[src/rtl/collide_tick_pkg.sv]
// Shared game definitions: FSM encodings, screen/sprite geometry and small helpers
// used by the bird/wall controllers and the collision tick block.
package collide_tick_pkg;

   typedef enum logic [1:0] {
      ST_IDLE = 2'd0,
      ST_RUN  = 2'd1,
      ST_HIT  = 2'd2
   } game_state_e;

   localparam int FRAME_CYCLES_DEF = 833333;
   localparam int BIRD_X_DEF       = 40;
   localparam int BIRD_W_DEF       = 8;
   localparam int BIRD_H_DEF       = 8;
   localparam int WALL_W_DEF       = 16;
   localparam int GAP_H_DEF        = 40;
   localparam int SCREEN_H_DEF     = 120;

   function automatic logic [7:0] sat_inc8(input logic [7:0] v);
      return (v == 8'd255) ? v : v + 8'd1;
   endfunction

endpackage

[src/rtl/collide_tick_hit_test.sv]
// Combinational bird-vs-wall/floor geometry test plus the "wall just passed" check.
// All sums are widened to 9 bits so large wall_x values cannot wrap into a false match.
module hit_test
   import collide_tick_pkg::*;
#(
   parameter int BIRD_X   = BIRD_X_DEF,
   parameter int BIRD_W   = BIRD_W_DEF,
   parameter int BIRD_H   = BIRD_H_DEF,
   parameter int WALL_W   = WALL_W_DEF,
   parameter int GAP_H    = GAP_H_DEF,
   parameter int SCREEN_H = SCREEN_H_DEF
) (
   input  logic [6:0] bird_y,
   input  logic [7:0] wall_x,
   input  logic [6:0] gap_y,
   output logic       hit,
   output logic       pass
);

   logic [8:0] wall_l_s;
   logic [8:0] wall_r_s;
   logic [8:0] bird_t_s;
   logic [8:0] bird_b_s;
   logic [8:0] gap_t_s;
   logic [8:0] gap_b_s;
   logic       overlap_s;
   logic       out_gap_s;
   logic       floor_s;

   assign wall_l_s = {1'b0, wall_x};
   assign wall_r_s = wall_l_s + 9'(WALL_W - 1);
   assign bird_t_s = {2'b00, bird_y};
   assign bird_b_s = bird_t_s + 9'(BIRD_H);
   assign gap_t_s  = {2'b00, gap_y};
   assign gap_b_s  = gap_t_s + 9'(GAP_H);

   assign overlap_s = (wall_l_s <= 9'(BIRD_X + BIRD_W - 1)) && (wall_r_s >= 9'(BIRD_X));
   assign out_gap_s = (bird_t_s < gap_t_s) || (bird_b_s > gap_b_s);
   assign floor_s   = (bird_b_s >= 9'(SCREEN_H));

   assign hit  = (overlap_s && out_gap_s) || floor_s;
   assign pass = ((wall_l_s + 9'(WALL_W)) == 9'(BIRD_X));

endmodule

[src/rtl/collide_tick.sv]
// Frame-tick generator and game FSM: pulses flag once per frame while running and
// evaluates collision/score on that tick. Every output comes straight from a register.
module collide_tick
   import collide_tick_pkg::*;
#(
   parameter int FRAME_CYCLES = FRAME_CYCLES_DEF,
   parameter int BIRD_X       = BIRD_X_DEF,
   parameter int BIRD_W       = BIRD_W_DEF,
   parameter int BIRD_H       = BIRD_H_DEF,
   parameter int WALL_W       = WALL_W_DEF,
   parameter int GAP_H        = GAP_H_DEF,
   parameter int SCREEN_H     = SCREEN_H_DEF
) (
   input  logic       clk,
   input  logic       resetn,
   input  logic       go,
   input  logic [6:0] bird_y,
   input  logic [7:0] wall_x,
   input  logic [6:0] gap_y,
   output logic       flag,
   output logic       collision,
   output logic [7:0] score,
   output logic [1:0] state
);

   localparam int               CNT_W    = (FRAME_CYCLES > 1) ? $clog2(FRAME_CYCLES) : 1;
   localparam logic [CNT_W-1:0] CNT_LAST = CNT_W'(FRAME_CYCLES - 1);

   logic [1:0]       state_r;
   logic [1:0]       state_next_s;
   logic [CNT_W-1:0] cnt_r;
   logic [CNT_W-1:0] cnt_next_s;
   logic             flag_r;
   logic             flag_next_s;
   logic             collision_r;
   logic             collision_next_s;
   logic [7:0]       score_r;
   logic [7:0]       score_next_s;
   logic             hit_s;
   logic             pass_s;
   logic             eval_s;

   hit_test #(
      .BIRD_X   (BIRD_X),
      .BIRD_W   (BIRD_W),
      .BIRD_H   (BIRD_H),
      .WALL_W   (WALL_W),
      .GAP_H    (GAP_H),
      .SCREEN_H (SCREEN_H)
   ) u_hit_test (
      .bird_y (bird_y),
      .wall_x (wall_x),
      .gap_y  (gap_y),
      .hit    (hit_s),
      .pass   (pass_s)
   );

   // flag_r is high exactly while the counter sits on its last value in RUN
   assign eval_s = flag_r && (state_r == ST_RUN);

   // State, frame counter and output registers with synchronous reset
   always_ff @(posedge clk) begin
      if (resetn) begin
         state_r     <= ST_IDLE;
         cnt_r       <= '0;
         flag_r      <= 1'b0;
         collision_r <= 1'b0;
         score_r     <= 8'd0;
      end else begin
         state_r     <= state_next_s;
         cnt_r       <= cnt_next_s;
         flag_r      <= flag_next_s;
         collision_r <= collision_next_s;
         score_r     <= score_next_s;
      end
   end

   // Next-state decode; the unused encoding falls back to IDLE
   always_comb begin
      state_next_s = ST_IDLE;
      case (state_r)
         ST_IDLE: begin
            if (go) state_next_s = ST_RUN;
            else    state_next_s = ST_IDLE;
         end
         ST_RUN: begin
            if (eval_s && hit_s) state_next_s = ST_HIT;
            else                 state_next_s = ST_RUN;
         end
         ST_HIT: begin
            if (go) state_next_s = ST_IDLE;
            else    state_next_s = ST_HIT;
         end
         default: state_next_s = ST_IDLE;
      endcase
   end

   // Next values of counter, collision and score
   always_comb begin
      cnt_next_s       = '0;
      collision_next_s = collision_r;
      score_next_s     = score_r;
      case (state_r)
         ST_IDLE: begin
            collision_next_s = 1'b0;
            score_next_s     = 8'd0;
         end
         ST_RUN: begin
            if ((cnt_r == CNT_LAST) || (state_next_s != ST_RUN)) cnt_next_s = '0;
            else                                                 cnt_next_s = cnt_r + CNT_W'(1);
            if (eval_s && hit_s)       collision_next_s = 1'b1;
            else if (eval_s && pass_s) score_next_s     = sat_inc8(score_r);
            else                       score_next_s     = score_r;
         end
         ST_HIT: begin
            if (go) begin
               collision_next_s = 1'b0;
               score_next_s     = 8'd0;
            end else begin
               collision_next_s = 1'b1;
            end
         end
         default: begin
            collision_next_s = 1'b0;
            score_next_s     = 8'd0;
         end
      endcase
   end

   assign flag_next_s = (state_next_s == ST_RUN) && (cnt_next_s == CNT_LAST);

   assign flag      = flag_r;
   assign collision = collision_r;
   assign score     = score_r;
   assign state     = state_r;

endmodule

[config.mk]
export PLATFORM = sky130hd
export DESIGN_NAME = collide_tick
export DESIGN_NICKNAME = d
export VERILOG_FILES = /design/src/rtl/collide_tick_pkg.sv /design/src/rtl/collide_tick_hit_test.sv /design/src/rtl/collide_tick.sv
export SDC_FILE = /design/constraint.sdc
export NUM_CORES = 1
export LEC_CHECK = 0
export BUFFER_PORTS_ARGS = -buffer_cell sky130_fd_sc_hd__clkbuf_2
export CAP_MARGIN = 30
export CORE_MARGIN = 5
export CORE_UTILIZATION = 58
export DETAILED_ROUTE_END_ITERATION = 16
export PLACE_DENSITY = 0.85
export SLEW_MARGIN = 25
export SYNTH_ARGS = -nofsm -noshare
export SYNTH_HDL_FRONTEND = slang
export SYNTH_SLANG_ARGS = --single-unit
[constraint.sdc]
create_clock -name clk -period 4.1 [get_ports clk]
set_clock_uncertainty 0.15 [all_clocks]
set_input_delay 0.82 -clock clk [delete_from_list [all_inputs] [get_ports clk]]
set_output_delay 0.82 -clock clk [all_outputs]
set_load 0.1 [all_outputs]
==> metrics.cfg, run 1 <==
[synth]
synthCells = 280
postSynth.asyncResetShare = 0
synth_edf_count = 0
yosysSeqAreaShare = 0.289
synth-seq-cells = 32
ys.flop_type = dfxtp_1
syn_area_sq_um = 2210
synth_nets = 327
syn_area_per_cell_sq_um = 7.91
yosys_warnings = 0
synth_cell_types = 50

[final_layout]
layout.nets = 361
final_area_sq_um = 2520
layout-drive-gt1-share = 0.159
diodes = 0
most-common-layout-cells = 36 x clkbuf_2, 32 x dfxtp_1, 31 x nor2_1, 22 x inv_1, 22 x ha_1
post-route-util = 0.684
final_common_cell = clkbuf_2
nFillCells = 319
area_growth_pct = 14.0

[detailed_routing]
drt_iter0_drc = 179
postRouteAntennaNets = 0
drc_errors = 0
routed_wl_mm = 4.70
vias = 2064
via_per_inst = 5.69
wl_per_cell_microns = 12.9
first_pass_iters = 4

[timing]
slew_headroom = 0.626
layout_min_cycle_time_ns = 3.05
rsz0062_at_grt = no
tightest_slew_ns = 0.559
setup_viol = 0
tns_ns = 0
final_max_slew_viol_count = 0
hold_viol = 0
fmax_ghz = 0.328
period_share = 0.744

[floorplan]
fp-row-count = 22
ios = 37
fp.dieH_microns = 71.8
core_area_sq_um = 3690
die_area_sq_um = 5150
dieWidth_microns = 71.8
start_util = 0.600

[clock_tree]
path_clk_slew_ns = 0.07
numClockSinks = 32
hold_buffers = 0
clk_path_buf_depth = 2
htreeDepth = 2
clock_latency_ns = 0.28
post_cts.repair.setup_buffers = 0
root_buffer = clkbuf_8
cts_made_buffers = 5
cts_tree = yes
cts.repair.resized = 0

[placement]
portBuffers = 36
postPlaceCellArea_sq_um = 2410
gp_congestion = 0.859
hpwl_mm = 3.72

[outcome]
outcome = complete, no violations

[global_routing]
grt_pass1_vias = 1861
grt_pass1_wl_mm = 8.09
grt_max_degree = 21
antenna_found_initial = 0
grt_overflow = 0
track_usage = 0.190

[worst_setup_path]
arrival_ns = 3.11
crit_path_end_kind = flip-flop
r2r_slack_ns = 1.30
critPathMaxFanout = 4
worstReg2RegStart = state[1]$_SDFF_PP0_
crit_path_start = bird_y[3]
setup.worst_path.start_class = input pin
cp.required_ns = 4.16
path_class = in2reg

[job]
drv_cap = 0

[pwr]
switching_share = 0.258
pwr-share-seq = 0.442
combinationalPowerShare = 0.144
p_int_uw = 533
power_switching_uw = 186
peakVddDrop_mv = 0.217
leakagePower_nw = 0.981
p_per_area_nw_per_um2 = 285
p_total_uw = 718
pwr-share-clk = 0.414

[worst_hold_path]
hp-class = reg2reg
min-delay-start = collision$_SDFFE_PP0P_

==> flip-flops by register name, summed over array words and instances (netlist names) <==
signal and count:
cnt_r 20, score 8, state 2, collision 1, flag 1
==> per-layer routing <==
metal  global-route usage  wire, microns
met5                    0              0
met4               0.0543             31
met3               0.0393            249
met2                0.318           2240
met1                0.246           2170
==> metrics by stage <==
stage / hold WS [ns] / instances / setup WS, ns
6_report: 0.340 / 363 / 1.05
5_1_grt: 0.377 / 363 / 0.904
4_1_cts: 0.343 / 363 / 1.06
3_5_place_dp: 0.332 / 355 / 0.752
3_3_place_gp: 0.325 / 355 / 0.938
2_1_floorplan: 0.323 / 280 / 1.00
==> area by class of cell <==
class,count,area [sq um],area share
multi-input cells,216,1440,0.571
flip-flops and latches,32,641,0.254
repair buffers,37,188,0.0744
inverters,22,82.6,0.0327
clock buffers,5,68.8,0.0273
well taps,48,60.1,0.0238
clock inverters,3,42.5,0.0169
==> final timing paths <==
| check | end | depth (start not counted) |
|---|---|---|
| worst max-delay path | collision$_SDFFE_PP0P_ | 11 |
| worst min-delay path | collision$_SDFFE_PP0P_ | 2 |
| worst max register to register | score[7]$_SDFFE_PP0P_ | 8 |
| worst min register to register | collision$_SDFFE_PP0P_ | 2 |
==> power groups by stage <==
stage / sequential (mW) / combinational [mW] / clock, mW
5_1_grt: 0.318 / 0.117 / 0.317
4_1_cts: 0.317 / 0.104 / 0.304
3_5_place_dp: 0.325 / 0.104 / 0
2_1_floorplan: 0.337 / 0.0587 / 0
3_3_place_gp: 0.325 / 0.100 / 0
6_report: 0.318 / 0.104 / 0.297
==> worst max-delay path: stages <==
cell and delay, ns:
clkbuf_2 0.11, ha_1 0.23, xnor2_1 0.20, inv_1 0.07
ha_1 0.31, nand4_1 0.11, a211o_1 0.24, a211o_1 0.28
o211a_1 0.14, o21ai_0 0.36, mux2i_1 0.23
==> cell families (layout without fill, tap and decap cells) <==
group                      after synthesis  in the layout  synth area share
adders and majority gates               22             22             0.124
muxes                                    2              2           0.00960
and+or+nand+nor                        119            119             0.278
buffers and inverters                   32             67            0.0599
xor gates and xnor gates                23             23            0.0910
DFF                                     32             32             0.289
AOI/OAI and AO/OA                       50             50             0.148
==> synthesized netlist by cell type (2+ instances only) <==
library cell / n / area share
a211o_1: 2 / 0.0079
a211oi_1: 3 / 0.010
a21boi_0: 2 / 0.0068
a21oi_1: 14 / 0.032
a31oi_1: 2 / 0.0056
and3_1: 6 / 0.017
buf_2: 7 / 0.016
dfxtp_1: 32 / 0.29
ha_1: 22 / 0.12
inv_1: 22 / 0.037
nand2_1: 18 / 0.031
nand2b_1: 3 / 0.0085
nand3_1: 16 / 0.036
nand3b_1: 2 / 0.0068
nand4_1: 12 / 0.034
nand4b_1: 2 / 0.0079
nor2_1: 31 / 0.053
nor2b_1: 2 / 0.0056
nor3_1: 6 / 0.014
nor4_1: 5 / 0.014
o2111ai_1: 2 / 0.0079
o21ai_0: 12 / 0.027
or2_2: 2 / 0.0056
or3_1: 5 / 0.014
or4_1: 4 / 0.014
xnor2_1: 11 / 0.044
xor2_1: 12 / 0.047
(Power assumes the default switching activity.)
==> run 2: changes to the inputs <==
--- a/config.mk
+++ b/config.mk
@@ -8,9 +8,9 @@
 export BUFFER_PORTS_ARGS = -buffer_cell sky130_fd_sc_hd__clkbuf_2
 export CAP_MARGIN = 30
 export CORE_MARGIN = 5
-export CORE_UTILIZATION = 58
+export CORE_UTILIZATION = 51
 export DETAILED_ROUTE_END_ITERATION = 16
-export PLACE_DENSITY = 0.85
+export PLACE_DENSITY = 0.79
 export SLEW_MARGIN = 25
 export SYNTH_ARGS = -nofsm -noshare
 export SYNTH_HDL_FRONTEND = slang
==> constraint.sdc (replaced) <==
create_clock -name clk -period 2.6 [get_ports clk]
set_clock_uncertainty 0.15 [all_clocks]
set_input_delay 0.52 -clock clk [delete_from_list [all_inputs] [get_ports clk]]
set_output_delay 0.52 -clock clk [all_outputs]
set_load 0.1 [all_outputs]
==> run 2 against run 1 <==
The run now ends with setup timing left. Die area grew 12%. Critical endpoint is now cnt_r[13]$_SDFF_PP0_. Global-route usage is essentially flat. Combinational power grew 120%. Sequential power grew 57%. Cell count grew 8.0%. Largest power group unchanged.
==> metrics.cfg, run 2 (synthesized netlist as in run 1, its figures left out) <==
[detailed_routing]
wl_met2_mm = 2.73
drt_iter0_drc = 151
wl_per_cell_microns = 14.3
top_layer_used = met4
drc_errors = 0
via_per_inst = 5.70
postRouteAntennaNets = 0
wl_met1_mm = 2.49
first_pass_iters = 6
routed_wl_mm = 5.62
vias = 2236
wl_met3_microns = 298

[clock_tree]
cts_tree = yes
clock_latency_ns = 0.29
root_buffer = clkbuf_8
numClockSinks = 32
hold_buffers = 0
clk_path_buf_depth = 2
cts_made_buffers = 5
path_clk_slew_ns = 0.07
htreeDepth = 2

[floorplan]
fp.dieH_microns = 75.9
start_util = 0.516
fp-row-count = 24
core_area_sq_um = 4290
ios = 37
dieWidth_microns = 75.9
die_area_sq_um = 5760

[placement]
postPlaceCellArea_sq_um = 2580
hpwl_mm = 4.05
preCtsSetupSlack_ns = -0.340
portBuffers = 36
dp.cells = 380
gp_congestion = 0.900

[timing]
setup_viol = 6
fmax_ghz = 0.383
hold_viol = 0
tns_ns = -0.0493
hold_slack_ns = 0.303
fin_ws_ns = -0.0124
tightest_slew_ns = 0.545
layout_min_cycle_time_ns = 2.61
rsz0062_at_grt = yes
period_share = 1.00
final_max_slew_viol_count = 0
slew_headroom = 0.638

[final_layout]
most-common-layout-cells = 33 x clkbuf_2, 29 x dfxtp_1, 22 x nor2_1, 22 x buf_4, 21 x inv_1
final_area_sq_um = 2840
final_common_cell = clkbuf_2
layout.nets = 386
area_growth_pct = 28.4
largest_reg_flops = 20
final_cells = 392
regMostFlops = cnt_r
nFillCells = 358
post-route-util = 0.662
diodes = 0
layout-drive-gt1-share = 0.282

[pwr]
leakagePower_nw = 1.12
p_total_mw = 1.10
p_per_area_nw_per_um2 = 388
peakVddDrop_mv = 0.250

[worst_setup_path]
setup.worst_path.start_class = input pin
path_cells = buf_8 -> ha_4 -> xnor2_2 -> inv_1 -> ha_4 -> nand4_1 -> a211o_1 -> a211o_1 -> o211a_1 -> o21ai_4 -> buf_6 -> nor2_2
arrival_ns = 2.64
worstReg2RegStart = state[1]$_SDFF_PP0_
path_class = in2reg
critPathMaxFanout = 5
crit_path_end_kind = flip-flop
crit_path_start = bird_y[4]
cpMaxStageDelayCell = a211o_1
cp_slowest_stage_delay_ns = 0.30
cp.required_ns = 2.62

[global_routing]
grt_overflow = 0
grt_max_degree = 12
track_usage = 0.190
grt_pass1_vias = 2019
antenna_found_initial = 0
grt_pass1_wl_mm = 8.57

[worst_hold_path]
min-delay-start = resetn
hp-class = in2reg

[outcome]
outcome = finished, violations left
violations = setup timing

[job]
drv_cap = 0

## run 2: worst max-delay path, delay by kind of cell
family | cells | cell delay (ns)
AOI/OAI and AO/OA | 4 | 0.99
and+or+nand+nor | 2 | 0.14
xor gates and xnor gates | 1 | 0.17
buffers and inverters | 3 | 0.37
adders and majority gates | 2 | 0.44
## run 2: what timing repair did
item	in CTS	in global routing
buffers inserted	0	2
setup endpoints to repair	19	22
gates cloned	0	2
pin swaps	0	13
resized for setup	1	37
## run 2: layer usage
layer,GRT usage,vias to the layer above
met5,0,-
met4,0.0660,0
met3,0.0409,12
met2,0.333,65
met1,0.229,1041
li1,-,1118
## run 2: area by class of cell
type / instances / area (sq um) / share of cell area
Multi-Input combinational cell: 216 / 1540 / 0.543
Sequential cell: 32 / 647 / 0.228
Timing Repair Buffer: 62 / 417 / 0.147
Inverter: 22 / 82.6 / 0.0290
Clock buffer: 5 / 68.8 / 0.0242
Tap cell: 52 / 65.1 / 0.0229
Clock inverter: 3 / 18.8 / 0.00660
## run 2: path summary, 6_finish.rpt
| path | slack [ns] | end | depth (start not counted) |
|---|---|---|---|
| worst max register to register | 0.15 | score[0]$_SDFFE_PP0P_ | 9 |
| worst max-delay path | -0.01 | cnt_r[13]$_SDFF_PP0_ | 12 |
| worst min-delay path | 0.30 | score[0]$_SDFFE_PP0P_ | 2 |
| worst min register to register | 0.34 | collision$_SDFFE_PP0P_ | 2 |
## run 2: where the power goes
| part | internal (mW) | switching [mW] | leakage, nW |
|---|---|---|---|
| clock | 0.186 | 0.189 | 0.0479 |
| sequential | 0.494 | 0.00618 | 0.260 |
| combinational | 0.104 | 0.122 | 0.808 |
==> run 3: changes to the inputs <==
--- a/config.mk
+++ b/config.mk
@@ -7,10 +7,13 @@
 export LEC_CHECK = 0
 export BUFFER_PORTS_ARGS = -buffer_cell sky130_fd_sc_hd__clkbuf_2
 export CAP_MARGIN = 30
+export CELL_PAD_IN_SITES_DETAIL_PLACEMENT = 1
+export CELL_PAD_IN_SITES_GLOBAL_PLACEMENT = 1
 export CORE_MARGIN = 5
-export CORE_UTILIZATION = 51
+export CORE_UTILIZATION = 37
 export DETAILED_ROUTE_END_ITERATION = 16
-export PLACE_DENSITY = 0.79
+export PLACE_DENSITY = 0.78
+export RECOVER_POWER = 50
 export SLEW_MARGIN = 25
 export SYNTH_ARGS = -nofsm -noshare
 export SYNTH_HDL_FRONTEND = slang
==> run 3 against run 2 <==
The flow still finishes with violations (setup timing). Clock power rose by 27%. Setup slack worse by 0.037 ns. First-iteration DRC count fell by 26%. Combinational power grew 18%. Fmax decreased by 1.4%. Utilization is 15 points lower. Critical path type unchanged. Wire length up 30%. Critical path depth unchanged. Sequential share of layout area down 1.1 points. Sequential power hardly changed. Cell count is 6.4% higher.
==> metrics.cfg, run 3 (synthesized netlist as in run 1, its figures left out) <==
[outcome]
outcome = finished, violations left
violations = setup timing

[worst_setup_path]
cp_num_buf_inv = 3
arrival_ns = 2.68
path_cells = clkbuf_16 -> ha_4 -> nand3_1 -> inv_1 -> ha_4 -> nand4_1 -> a211o_1 -> a211o_1 -> o211a_4 -> o21ai_4 -> buf_6 -> nor2_1
critPathMaxFanout = 5
crit_family = compound AO/OA/AOI/OAI gates
path_class = in2reg
cp_slowest_stage_delay_ns = 0.32
setup.worst_path.start_class = input pin
cp.required_ns = 2.63
r2r_slack_ns = 0.09
crit_path_start = bird_y[3]
crit_path_end_kind = flip-flop
worstReg2RegStart = state[1]$_SDFF_PP0_
cpMaxStageDelayCell = a211o_1

[final_layout]
multi_input_area_sq_um = 1620
regMostFlops = cnt_r
post-route-util = 0.507
most-common-layout-cells = 29 x dfxtp_1, 23 x buf_4, 22 x clkbuf_2, 20 x inv_1, 20 x nor2_1
diodes = 0
final_cells = 417
largest_reg_flops = 20
layout-drive-gt1-share = 0.284
regArea_sq_um = 647
layout.nets = 388
nFillCells = 722
final_common_cell = dfxtp_1
area_growth_pct = 34.7
final_area_sq_um = 2980

[detailed_routing]
drc_errors = 0
wl_per_cell_microns = 17.5
postRouteAntennaNets = 0
wl_met1_mm = 3.07
top_layer_used = met4
vias = 2329
drt_iter0_drc = 112
wl_met2_mm = 3.81
via_per_inst = 5.59
wl_met3_microns = 294
first_pass_iters = 4
routed_wl_mm = 7.29

[pwr]
combinationalPowerShare = 0.214
p_int_uw = 898
leakagePower_nw = 1.10
p_per_area_nw_per_um2 = 416
peakVddDrop_mv = 0.208
p_total_mw = 1.24
pwr-share-clk = 0.383
switching_share = 0.277
pwr-share-seq = 0.403
power_switching_uw = 345

[placement]
hpwl_mm = 4.91
preCtsSetupSlack_ns = -0.475
portBuffers = 36
dp.cells = 401
postPlaceCellArea_sq_um = 2590
gp_congestion = 0.854

[clock_tree]
numClockSinks = 32
clock_latency_ns = 0.30
path_clk_slew_ns = 0.07
hold_buffers = 0
htreeDepth = 2
cts_tree = yes
root_buffer = clkbuf_8
clk_path_buf_depth = 2
cts_made_buffers = 5

[timing]
final_max_slew_viol_count = 0
tightest_slew_ns = 1.17
rsz0062_at_grt = yes
setup_viol = 20
slew_headroom = 0.221
fmax_ghz = 0.377
fin_ws_ns = -0.0491
layout_min_cycle_time_ns = 2.65
hold_viol = 0
period_share = 1.02

[floorplan]
core_area_sq_um = 5890
start_util = 0.376
dieWidth_microns = 87.4
ios = 37
fp.dieH_microns = 87.4
die_area_sq_um = 7630
fp-row-count = 28

[global_routing]
grt_pass1_vias = 2333
track_usage = 0.186
antenna_found_initial = 0
grt_pass1_wl_mm = 11.3
grt_overflow = 0
grt_max_degree = 11

[worst_hold_path]
min-delay-start = resetn
hp-class = in2reg

[job]
drv_cap = 0

[run 3: final cells by class]
class / instances / share of cell area
Multi-Input combinational cell: 216 / 0.544
Sequential cell: 32 / 0.217
Timing Repair Buffer: 64 / 0.143
Tap cell: 75 / 0.0314
Inverter: 22 / 0.0285
Clock buffer: 6 / 0.0243
Clock inverter: 2 / 0.0117
[run 3: what timing repair did]
item,in CTS,in global routing
buffers inserted,3,3
setup endpoints to repair,22,24
endpoints found under the hold margin,0,0
pin swaps,20,11
gates cloned,2,0
resized for setup,25,23
[run 3: final timing paths]
path,to,depth (start not counted)
worst max register to register,score[4]$_SDFFE_PP0P_,9
worst max-delay path,cnt_r[14]$_SDFF_PP0_,12
worst min register to register,score[7]$_SDFFE_PP0P_,2
worst min-delay path,score[1]$_SDFFE_PP0P_,2
[run 3: stage by stage]
stage               setup TNS (ns)  hold WS [ns]
floorplan                  -0.0554         0.323
global placement             -7.54         0.310
detailed placement          -10.52         0.351
CTS                         -0.660         0.319
global route                 -2.16         0.334
finish                      -0.669         0.325
[run 3: metal layers]
layer | global-route usage | vias up
li1 | - | 1123
met1 | 0.223 | 1150
met2 | 0.335 | 44
met3 | 0.0350 | 12
met4 | 0.0502 | 0
met5 | 0 | -
[run 3: worst reg2reg max path, cell delays in order (launching register included)]
cell      delay, ns
dfxtp_2        0.34
inv_1          0.08
ha_1           0.16
nand4_1        0.11
or4_1          0.46
o31ai_2        0.27
o211ai_2       0.20
buf_4          0.20
or3_1          0.34
a21oi_1        0.14
[run 3: power by group through the flow]
| stage | sequential [mW] | combinational [mW] | clock, mW |
|---|---|---|---|
| after floorplan | 0.532 | 0.0932 | 0 |
| after global placement | 0.512 | 0.185 | 0 |
| after detailed placement | 0.512 | 0.194 | 0 |
| after CTS | 0.501 | 0.227 | 0.488 |
| after global routing | 0.501 | 0.289 | 0.506 |
| final | 0.501 | 0.266 | 0.476 |
